[config.mk]
export PLATFORM = sky130hd
export DESIGN_NAME = fifo_uart_tx_flat
export DESIGN_NICKNAME = d
export VERILOG_FILES = /design/src/rtl/uart_pkg.sv /design/src/rtl/fifo_uart_tx_if.sv /design/src/rtl/uart_baud_gen.sv /design/src/rtl/fifo_uart_tx.sv /design/src/flat_wrapper.sv
export SDC_FILE = /design/constraint.sdc
export NUM_CORES = 1
export LEC_CHECK = 0
export CAP_MARGIN = 30
export CORE_UTILIZATION = 30
export DETAILED_ROUTE_END_ITERATION = 10
export HOLD_SLACK_MARGIN = 0.1
export MAX_ROUTING_LAYER = met4
export SYNTH_ARGS = -nofsm -noshare
export SYNTH_HDL_FRONTEND = slang
export SYNTH_SLANG_ARGS = --single-unit
[constraint.sdc]
create_clock -name clk -period 2.4 [get_ports clk]
set_input_delay 0.24 -clock clk [delete_from_list [all_inputs] [get_ports clk]]
set_output_delay 0.24 -clock clk [all_outputs]
set_load 0.03 [all_outputs]
[src/rtl/uart_pkg.sv]
// Shared UART definitions: framing constants, default bit period and the TX state encoding.
// The receive side is expected to reuse the same constants.
package uart_pkg;

  localparam int UART_DATA_BITS    = 8;
  localparam int UART_FRAME_BITS   = 10;
  localparam int UART_CLKS_PER_BIT = 868;  // 100 MHz / 115200 baud

  typedef enum logic [2:0] {
    IDLE,
    REQ,
    LOAD,
    START,
    DATA,
    STOP
  } uart_state_t;

  function automatic logic [15:0] sat_inc16(input logic [15:0] value);
    return (value == 16'hFFFF) ? value : value + 16'd1;
  endfunction

endpackage

[src/rtl/fifo_uart_tx_if.sv]
// FIFO read port as seen by the UART drain: empty flag and data in, pop strobe out.
interface fifo_uart_tx_if #(
  parameter int width = 8
);
  logic             fifo_empty;
  logic [width-1:0] fifo_data;
  logic             fifo_rd;

  modport master (input fifo_empty, input fifo_data, output fifo_rd);
  modport slave  (output fifo_empty, output fifo_data, input fifo_rd);
endinterface

[src/rtl/uart_baud_gen.sv]
// Bit-period counter: counts 0..clks_per_bit-1, raises tick on the terminal count.
module uart_baud_gen #(
  parameter int clks_per_bit = 868
) (
  input  logic        clk,
  input  logic        reset,
  input  logic        clear,
  output logic        tick,
  output logic [15:0] count
);

  logic [15:0] count_reg;

  assign count = count_reg;
  assign tick  = (count_reg == 16'(clks_per_bit - 1));

  always_ff @(posedge clk or posedge reset) begin
    if (reset) begin
      count_reg <= '0;
    end else if (clear || tick) begin
      count_reg <= '0;
    end else begin
      count_reg <= count_reg + 16'd1;
    end
  end

endmodule

[src/rtl/fifo_uart_tx.sv]
// Pops words from a FIFO whenever enabled and non-empty, and sends each one as an 8N1 frame.
// tx, fifo_rd and tx_done are registered from the next-state decode, so they align with the state.
module fifo_uart_tx
  import uart_pkg::*;
#(
  parameter int width        = 8,
  parameter int clks_per_bit = UART_CLKS_PER_BIT
) (
  input  logic                  clk,
  input  logic                  reset,
  input  logic                  enable,
  fifo_uart_tx_if.master        fifo,
  output logic                  tx,
  output logic                  busy,
  output logic                  tx_done,
  output logic [15:0]           frames_sent
);

  if (width != UART_DATA_BITS) begin : g_bad_width
    $error("fifo_uart_tx: width must be 8");
  end
  if (clks_per_bit < 2 || clks_per_bit > 65535) begin : g_bad_clks_per_bit
    $error("fifo_uart_tx: clks_per_bit must be in 2..65535");
  end

  uart_state_t      state_reg, state_next;
  logic [width-1:0] shift_reg, shift_next;
  logic [2:0]       bit_idx_reg, bit_idx_next;
  logic             tx_reg, tx_next;
  logic             fifo_rd_reg, fifo_rd_next;
  logic             tx_done_reg, tx_done_next;
  logic [15:0]      frames_sent_reg;
  logic             baud_clear;
  logic             baud_tick;
  logic [15:0]      baud_count;

  uart_baud_gen #(
    .clks_per_bit(clks_per_bit)
  ) u_baud (
    .clk  (clk),
    .reset(reset),
    .clear(baud_clear),
    .tick (baud_tick),
    .count(baud_count)
  );

  always_comb begin
    state_next   = state_reg;
    shift_next   = shift_reg;
    bit_idx_next = bit_idx_reg;
    case (state_reg)
      IDLE:  if (enable && !fifo.fifo_empty) state_next = REQ;
      REQ:   state_next = LOAD;
      LOAD: begin
        shift_next = fifo.fifo_data;
        state_next = START;
      end
      START: begin
        if (baud_tick) begin
          state_next   = DATA;
          bit_idx_next = 3'd0;
        end
      end
      DATA: begin
        if (baud_tick) begin
          shift_next   = shift_reg >> 1;
          bit_idx_next = bit_idx_reg + 3'd1;
          if (bit_idx_reg == 3'd7) state_next = STOP;
        end
      end
      STOP:  if (baud_tick) state_next = IDLE;
      default: state_next = IDLE;
    endcase
  end

  // Output registers are loaded from the upcoming state so they change on the same edge as it.
  always_comb begin
    tx_next      = 1'b1;
    fifo_rd_next = (state_next == REQ);
    tx_done_next = (state_reg == STOP) && (baud_count == 16'(clks_per_bit - 2));
    baud_clear   = (state_next != state_reg) || (state_reg == IDLE);
    case (state_next)
      START:   tx_next = 1'b0;
      DATA:    tx_next = shift_next[0];
      default: tx_next = 1'b1;
    endcase
  end

  always_ff @(posedge clk or posedge reset) begin
    if (reset) begin
      state_reg       <= IDLE;
      shift_reg       <= '0;
      bit_idx_reg     <= '0;
      tx_reg          <= 1'b1;
      fifo_rd_reg     <= 1'b0;
      tx_done_reg     <= 1'b0;
      frames_sent_reg <= '0;
    end else begin
      state_reg   <= state_next;
      shift_reg   <= shift_next;
      bit_idx_reg <= bit_idx_next;
      tx_reg      <= tx_next;
      fifo_rd_reg <= fifo_rd_next;
      tx_done_reg <= tx_done_next;
      if (state_reg == STOP && baud_tick) begin
        frames_sent_reg <= sat_inc16(frames_sent_reg);
      end
    end
  end

  assign fifo.fifo_rd = fifo_rd_reg;
  assign tx           = tx_reg;
  assign tx_done      = tx_done_reg;
  assign busy         = (state_reg != IDLE);
  assign frames_sent  = frames_sent_reg;

endmodule
[src/flat_wrapper.sv]
// flat-port wrapper written by rule: the top's interface ports become plain ports
module fifo_uart_tx_flat import uart_pkg::*;
#(
  parameter int width        = 8,
  parameter int clks_per_bit = UART_CLKS_PER_BIT
)
  (clk, reset, enable, tx, busy, tx_done, frames_sent, fifo_fifo_empty, fifo_fifo_data, fifo_fifo_rd);
  fifo_uart_tx_if #(.width(width)) fifo_i ();
  input  logic clk;
  input  logic reset;
  input  logic enable;
  output logic tx;
  output logic busy;
  output logic tx_done;
  output logic [15:0] frames_sent;
  input wire logic [$bits(fifo_i.fifo_empty)-1:0] fifo_fifo_empty;
  input wire logic [$bits(fifo_i.fifo_data)-1:0] fifo_fifo_data;
  output wire logic [$bits(fifo_i.fifo_rd)-1:0] fifo_fifo_rd;
  assign fifo_i.fifo_empty = fifo_fifo_empty;
  assign fifo_i.fifo_data = fifo_fifo_data;
  assign fifo_fifo_rd = fifo_i.fifo_rd;
  fifo_uart_tx #(.width(width), .clks_per_bit(clks_per_bit)) u_core (.clk(clk), .reset(reset), .enable(enable), .fifo(fifo_i), .tx(tx), .busy(busy), .tx_done(tx_done), .frames_sent(frames_sent));
endmodule
==> impl_metrics.toml, run 1 <==
[pwr]
netSwitchingFraction = 0.204
pwr-share-seq = 0.555
power_density_nw_per_um2 = 467
leakage_nw = 1.37
power.total_w = 0.00151
pwr-share-clk = 0.409
p_comb_frac = 0.037
intPower_w = 0.00120
ir_drop_mv = 0.205
p_switching_w = 0.000307

[finish]
area_growth_pct = 31.9
antenna_cells = 0
layout.nets = 312
fillers = 747
regArea_sq_um = 1230
drive_gt1_frac = 0.193
multi_input_area_sq_um = 1190
finalNonFillerCells = 398

[yosys]
synth_commonest_cells = "dfrtp_1, nor2_1, nand2_1, xnor2_1, nand4_1"
syn_avg_cell_area_sq_um = 10.5
syn-num-nets = 251
yosysTopAreaCellShare = 0.491
async_flop_share = 1.00
synth_top_area_cell = "dfrtp_1"
yosysMostFrequentCell = "dfrtp_1"
ys.flop_type = "dfrtp_1"
synth_edf_count = 0
yosysSeqAreaShare = 0.502
netlist_area_sq_um = 2450
yosysWarnings = 0
synth.area.top_cells = "dfrtp_1, xnor2_1, nor2_1, xor2_1, nand2_1"
synth-seq-cells = 49
syn_inst = 234
synth_cell_types = 49

[critical_path]
r2r_setup_slack_ns = 0.10
crit_slowest_cell = "or4_4"
timing.rr.start = "u_core.u_baud.count[10]"
crit_arrival_ns = 2.49
end_kind = "flop"
cpMostUsedCell = "or4_4"
cp_max_fo = 5
r2r_end = "u_core.frames_sent[5]"
startpoint_type = "flop"
critical_path_required_ns = 2.59
ff2ff_path_depth = 5
criticalPathCategory = "flop to flop"
cp_num_buf_inv = 0
critPathTopFamily = "simple AND/OR/NAND/NOR gates"
slowest_delay_ns = 0.61
path_cells = "or4_4 > or4_4 > nor3_1 > nand4_1 > xnor2_1"

[global_routing]
grt_pass1_wl_mm = 8.87
track_usage = 0.134
gr-total-overflow = 0
grt_max_degree = 23
grt_pass1_vias = 1905
antenna_found_initial = 0

[detailed_routing]
routed_wl_mm = 5.13
initialDrtViolationCount = 67
drt-wirelength-per-cell_microns = 12.9
drc = 0
viasPerCell = 4.97
num_vias = 1978
dr.pass1.iters = 4
ant_nets = 0

[placed_design]
placed_cells = 388
dp_hpwl_mm = 3.82
numPortBuffers = 31
gp_congestion = 0.825
preCtsSetupSlack_ns = -0.0607

[clock_network]
cts_tree = "yes"
cts-root-buf = "clkbuf_8"
postCtsHoldBufs = 0
cts_buffers = 5
ctsLongestPathBuffers = 2
cts.sinks = 49
clkTransAtPathRegs_ns = 0.09
cts_max_level = 2
clk_latency_ns = 0.30

[sta]
finalSetupViolCount = 0
hold_viol = 0
grt_setup_unrepaired = "no"
finalMaxSlewViolations = 0
fin_crit_sh = 0.958
setup_tns_ns = 0
holdWs_ns = 0.282
worst_slack_ns = 0.100
relSlewSlack = 0.661
fmax_mhz = 435
worstMarginPinSlew_ns = 0.505
clock_skew_ns = 0.00994
finalCriticalPeriod_ns = 2.30

[die]
dieHeight_microns = 92.3
start_util = 0.313
die_w_microns = 92.3
core_sq_um = 7810
dieArea_sq_um = 8520
row_count = 32
pin_count = 32

[job]
max_cap_viol_count = 0

[status]
outcome = "complete, no violations"

[worst_hold_path]
worstHoldPathType = "input pin to asynchronous set/reset pin"
power by group through the flow:
stage	clock network (W)	registers (W)	logic (W)
after floorplan	0	0.000851	0.0000250
after global placement	0	0.000852	0.0000557
after detailed placement	0	0.000852	0.0000560
after CTS	0.000640	0.000836	0.0000563
after global routing	0.000666	0.000837	0.0000618
final	0.000615	0.000836	0.0000553
cells by family (layout without fill, tap and decap cells):
logic type,Yosys count,after routing,share of synthesized area
simple gates,103,103,0.238
flops,49,49,0.502
compound gates,33,33,0.0997
xor+xnor,29,29,0.104
buf+inv,14,76,0.0271
fa+ha+maj,5,5,0.0256
mux,1,1,0.00460
per-layer routing:
layer	vias to the layer above	part of all wire	GRT usage	wire, microns
met2	35	0.47	0.219	2420
met1	971	0.49	0.171	2500
li1	966	-	-	-
met5	-	0	-	0
met3	6	0.032	0.0263	162
met4	0	0.0097	0.0326	50
how the worst max path moves through the flow:
stage                     depth (start not counted)  slack, ns               startpoint               endpoint
after global routing                              6       0.02   u_core.u_baud.count[2]              u_core.tx
after detailed placement                          6      -0.06  u_core.u_baud.count[10]              u_core.tx
after global placement                            6      0.005  u_core.u_baud.count[10]              u_core.tx
after floorplan                                   5      -0.11  u_core.u_baud.count[10]  u_core.frames_sent[1]
final                                             5       0.10  u_core.u_baud.count[10]  u_core.frames_sent[5]
after CTS                                         5      0.007  u_core.u_baud.count[10]  u_core.frames_sent[1]
per-stage QoR:
step	instance area, sq um	utilization
after floorplan	2450	-
after CTS	3180	0.407
after global routing	3230	0.413
final	3230	0.413
after global placement	3060	0.392
after detailed placement	3060	0.392
layout make-up:
type / count / area share
Multi-Input combinational cell: 171 / 0.368
Clock buffer: 6 / 0.0256
Inverter: 7 / 0.00814
Tap cell: 102 / 0.0396
Sequential cell: 49 / 0.380
Timing Repair Buffer: 61 / 0.167
Clock inverter: 2 / 0.0116
cell usage in the layout, fill, tap and decap left out, types with 4 or more instances in the layout:
cell             Yosys  final
xor2_1              10     10
inv_1                6      5
o2bb2ai_1            6      6
dfrtp_1             48     48
nand3_1             11     11
clkbuf_8             0      6
buf_4                1     29
a22oi_1              6      6
a21oi_1              5      5
nand4_1             12     12
and3_1               6      6
xnor2_1             19     19
nand2_1             20     20
ha_1                 5      4
clkdlybuf4s50_1      0     31
nor2_1              26     26
what timing repair did:
action,4_1_cts,5_1_grt
endpoints found under the setup margin,1,7
buffers inserted,0,2
pin swaps,0,4
resized for setup,1,6
No activity file was read; power rests on OpenSTA's default activity.
==> inputs of run 2 (changes only) <==
--- a/config.mk
+++ b/config.mk
@@ -10,6 +10,8 @@
 export DETAILED_ROUTE_END_ITERATION = 10
 export HOLD_SLACK_MARGIN = 0.1
 export MAX_ROUTING_LAYER = met4
+export REMOVE_ABC_BUFFERS = 1
+export SETUP_SLACK_MARGIN = 0.02
 export SYNTH_ARGS = -nofsm -noshare
 export SYNTH_HDL_FRONTEND = slang
 export SYNTH_SLANG_ARGS = --single-unit
==> impl_metrics.toml, run 2 (same netlist as run 1, synthesis figures left out) <==
[status]
outcome = "complete, no violations"

[sta]
finalMaxSlewViolations = 0
hold_viol = 0
clock_skew_ns = 0.00788
fin_crit_sh = 0.977
setup_tns_ns = 0
finalCriticalPeriod_ns = 2.35
worstMarginPinSlew_ns = 0.606
relSlewSlack = 0.596
grt_setup_unrepaired = "yes"
fmax_mhz = 426
finalSetupViolCount = 0

[detailed_routing]
num_vias = 1958
drt-wirelength-per-cell_microns = 13.5
dr.pass1.iters = 4
viasPerCell = 4.94
routed_wl_mm = 5.33
drc = 0
ant_nets = 0
initialDrtViolationCount = 81

[finish]
layout_commonest_cell = "dfrtp_1"
regArea_sq_um = 1230
post-route-util = 0.408
layout.nets = 311
area_growth_pct = 30.1
multi_input_area_sq_um = 1170
fillers = 775
antenna_cells = 0
layout_common_cells = "dfrtp_1, clkdlybuf4s50_1, buf_4"
drive_gt1_frac = 0.173

[pwr]
power_density_nw_per_um2 = 430
ir_drop_mv = 0.264
p_comb_frac = 0.039
pwr-share-seq = 0.610
netSwitchingFraction = 0.206
p_switching_w = 0.000282
leakage_nw = 1.36
intPower_w = 0.00109
pwr-share-clk = 0.351

[global_routing]
grt_pass1_vias = 1980
grt_max_degree = 50
gr-total-overflow = 0
antenna_found_initial = 0
track_usage = 0.139
grt_pass1_wl_mm = 9.23

[critical_path]
crit_slowest_cell = "or4_4"
path_cells = "or4b_4 > or4_4 > buf_4 > o311ai_2 > or3_1 > a2bb2oi_1"
critPathTopFamily = "simple AND/OR/NAND/NOR gates"
end_kind = "flop"
cp_num_buf_inv = 1
cp_max_fo = 5
ff2ff_path_depth = 6
startpoint_type = "flop"
crit_cells = 6
slowest_delay_ns = 0.61
critical_path_required_ns = 2.63
criticalPathCategory = "flop to flop"
crit_arrival_ns = 2.57

[die]
die_w_microns = 92.3
pin_count = 32
start_util = 0.313
dieArea_sq_um = 8520
dieHeight_microns = 92.3
core_sq_um = 7810
row_count = 32

[clock_network]
cts_tree = "yes"
ctsLongestPathBuffers = 2
postCtsHoldBufs = 0
cts-root-buf = "clkbuf_8"
clkTransAtPathRegs_ns = 0.09
cts.sinks = 49
cts_buffers = 5
cts_max_level = 2
clk_latency_ns = 0.29

[placed_design]
numPortBuffers = 31
gp_congestion = 0.838
dp_hpwl_mm = 3.82

[worst_hold_path]
worstHoldPathType = "input pin to asynchronous set/reset pin"

[job]
max_cap_viol_count = 0
-- run 2: cell types whose count changed in the layout (fill, tap and decap cells not counted), sizes merged --
cell      before  now
clkinvlp       1    0
clkbuf         6    7
bufinv         1    0
buf           30   29
-- run 2: final timing paths --
check                                        from                endpoint  slack, ns
setup / recovery           u_core.u_baud.count[2]               u_core.tx       0.05
hold reg to reg               u_core.shift_reg[3]     u_core.shift_reg[3]       0.50
setup reg to reg           u_core.u_baud.count[2]               u_core.tx       0.05
min in group clk              u_core.shift_reg[3]     u_core.shift_reg[3]       0.50
max in group asynchronous                   reset     u_core.state_reg[2]       1.57
hold / removal                              reset  u_core.frames_sent[14]       0.43
-- run 2: power by group through the flow --
stage | sequential [W] | combinational, W | clock (W)
2_1_floorplan | 0.000851 | 0.0000250 | 0
3_3_place_gp | 0.000852 | 0.0000522 | 0
3_5_place_dp | 0.000852 | 0.0000536 | 0
4_1_cts | 0.000836 | 0.0000541 | 0.000506
5_1_grt | 0.000837 | 0.0000594 | 0.000535
6_report | 0.000836 | 0.0000529 | 0.000481
-- run 2: layer usage --
layer  track usage  vias up  part of all wire
met3        0.0279        6             0.038
met1         0.176      945              0.47
met5             -        -                 0
li1              -      967                 -
met2         0.224       40              0.48
met4        0.0404        0             0.010
-- run 2: final cells by class --
cell class	instances	share of cell area
clock buffers	7	0.0271
inverters	7	0.00825
multi-input cells	171	0.368
flip-flops and latches	49	0.385
well taps	102	0.0401
repair buffers	60	0.171
-- run 2: repair_timing --
item | 4_1_cts | 5_1_grt
resized for setup | 3 | 2
pin swaps | 1 | 2
buffers inserted | 3 | 0
setup endpoints to repair | 2 | 6
-- run 2: tightest hold or removal path, cell delays in order --
cell and delay, ns:
clkdlybuf4s50_1 0.41, inv_2 0.05, buf_4 0.49
-- run 2: metrics by stage --
stage	hold WS, ns	cells	power [W]	area (sq um)	setup WS, ns
finish	0.430	396	0.00137	3180	0.0546
global route	0.493	396	0.00143	3180	-0.0359
CTS	0.464	396	0.00140	3170	0.0187
detailed placement	0.476	386	0.000906	3050	-0.0684
global placement	0.476	386	0.000904	3050	0.00752
floorplan	0.310	227	0.000876	2410	-0.171
==> inputs of run 3 (changes only) <==
--- a/config.mk
+++ b/config.mk
@@ -6,7 +6,9 @@
 export NUM_CORES = 1
 export LEC_CHECK = 0
 export CAP_MARGIN = 30
+export CORE_ASPECT_RATIO = 1.25
 export CORE_UTILIZATION = 30
+export CTS_CLUSTER_SIZE = 24
 export DETAILED_ROUTE_END_ITERATION = 10
 export HOLD_SLACK_MARGIN = 0.1
 export MAX_ROUTING_LAYER = met4
==> impl_metrics.toml, run 3 (same netlist as run 1, synthesis figures left out) <==
[placed_design]
gp_congestion = 0.786
dp_hpwl_mm = 3.87
numPortBuffers = 31

[sta]
clock_skew_ns = 0.00894
worstMarginPinSlew_ns = 0.448
grt_setup_unrepaired = "yes"
holdWs_ns = 0.227
relSlewSlack = 0.698
hold_viol = 0
finalCriticalPeriod_ns = 2.37
fin_crit_sh = 0.989
finalMaxSlewViolations = 0
fmax_mhz = 421
finalSetupViolCount = 0

[global_routing]
gr-total-overflow = 0
grt_pass1_vias = 1953
antenna_found_initial = 0
grt_pass1_wl_mm = 9.07
grt_max_degree = 19
track_usage = 0.143

[finish]
multi_input_area_sq_um = 1170
layout_commonest_cell = "dfrtp_1"
regArea_sq_um = 1230
fillers = 791
drive_gt1_frac = 0.168
post-route-util = 0.400
layout.nets = 308
antenna_cells = 0
layout_common_cells = "dfrtp_1, clkdlybuf4s50_1, nor2_1"
area_growth_pct = 28.2

[clock_network]
cts_buffers = 5
cts_tree = "yes"
cts-root-buf = "clkbuf_8"
clkTransAtPathRegs_ns = 0.09
cts.sinks = 49
cts_max_level = 2
ctsLongestPathBuffers = 2
clk_latency_ns = 0.30
postCtsHoldBufs = 0

[die]
pin_count = 32
dieArea_sq_um = 8530
dieHeight_microns = 103
start_util = 0.312
row_count = 36
core_sq_um = 7840
die_w_microns = 82.8

[critical_path]
r2r_setup_slack_ns = 0.03
critical_path_required_ns = 2.63
cp_max_fo = 7
timing.rr.start = "u_core.u_baud.count[10]"
criticalPathCategory = "flop to flop"
end_kind = "flop"
crit_arrival_ns = 2.61
r2r_end = "u_core.tx"
ff2ff_path_depth = 5
startpoint_type = "flop"

[detailed_routing]
initialDrtViolationCount = 58
ant_nets = 0
num_vias = 1934
viasPerCell = 5.00
routed_wl_mm = 5.30
drc = 0
drt-wirelength-per-cell_microns = 13.7
dr.pass1.iters = 4

[pwr]
power_density_nw_per_um2 = 436
leakage_nw = 1.33
ir_drop_mv = 0.305

[job]
max_cap_viol_count = 0

[status]
outcome = "complete, no violations"

[worst_hold_path]
worstHoldPathType = "input pin to asynchronous set/reset pin"
-- run 3: how the worst max path moves through the flow --
stage | startpoint | slack (ns) | end | cells after the start
floorplan | u_core.u_baud.count[0] | -0.17 | u_core.shift_reg[7] | 6
global placement | u_core.u_baud.count[10] | 0.06 | u_core.tx | 6
detailed placement | u_core.u_baud.count[10] | 0.02 | u_core.frames_sent[4] | 6
CTS | u_core.u_baud.count[2] | 0.05 | u_core.tx | 5
global route | u_core.u_baud.count[10] | -0.02 | u_core.frames_sent[15] | 5
finish | u_core.u_baud.count[10] | 0.03 | u_core.tx | 5
-- run 3: layout make-up --
type	instances	area share
clock buffer	7	0.0243
tap	95	0.0379
multi-input combinational	171	0.374
clock inverter	1	0.00239
timing repair buffer	57	0.162
sequential	49	0.391
inverter	7	0.00837
-- run 3: layer usage --
| metal | track usage | wire length, microns | share of wire | vias up |
|---|---|---|---|---|
| li1 | - | - | - | 951 |
| met1 | 0.172 | 2390 | 0.45 | 943 |
| met2 | 0.241 | 2680 | 0.51 | 34 |
| met3 | 0.0292 | 164 | 0.031 | 6 |
| met4 | 0.0358 | 63 | 0.012 | 0 |
| met5 | - | 0 | 0 | - |
-- run 3: power breakdown --
part / switching, W / total (W) / internal [W]
combinational: 0.0000255 / 0.0000531 / 0.0000276
sequential: 0.00000392 / 0.000836 / 0.000832
clock: 0.000274 / 0.000480 / 0.000207
total: 0.000303 / 0.00137 / 0.00107
-- run 3: repair_timing --
action	4_1_cts	5_1_grt
setup buffers	1	1
pin swaps	2	3
cloned	0	0
setup endpoints to repair	3	9
gates resized for setup	0	5
-- run 3: metrics by stage --
stage                     power (W)  setup slack, ns  instance area (sq um)  setup TNS (ns)  std cells
after CTS                   0.00139           0.0452                   3110               0        386
after detailed placement   0.000906           0.0194                   3020               0        377
after floorplan            0.000876           -0.171                   2410          -0.888        227
final                       0.00137           0.0262                   3140               0        387
after global routing        0.00143          -0.0250                   3140         -0.0953        387
after global placement     0.000906           0.0552                   3020               0        377
-- run 3: critical path: stages (launching register included) --
cell,delay (ns)
dfrtp_1,0.39
or4_4,0.54
or4_4,0.63
o311ai_0,0.44
or3_1,0.18
a2bb2oi_1,0.15
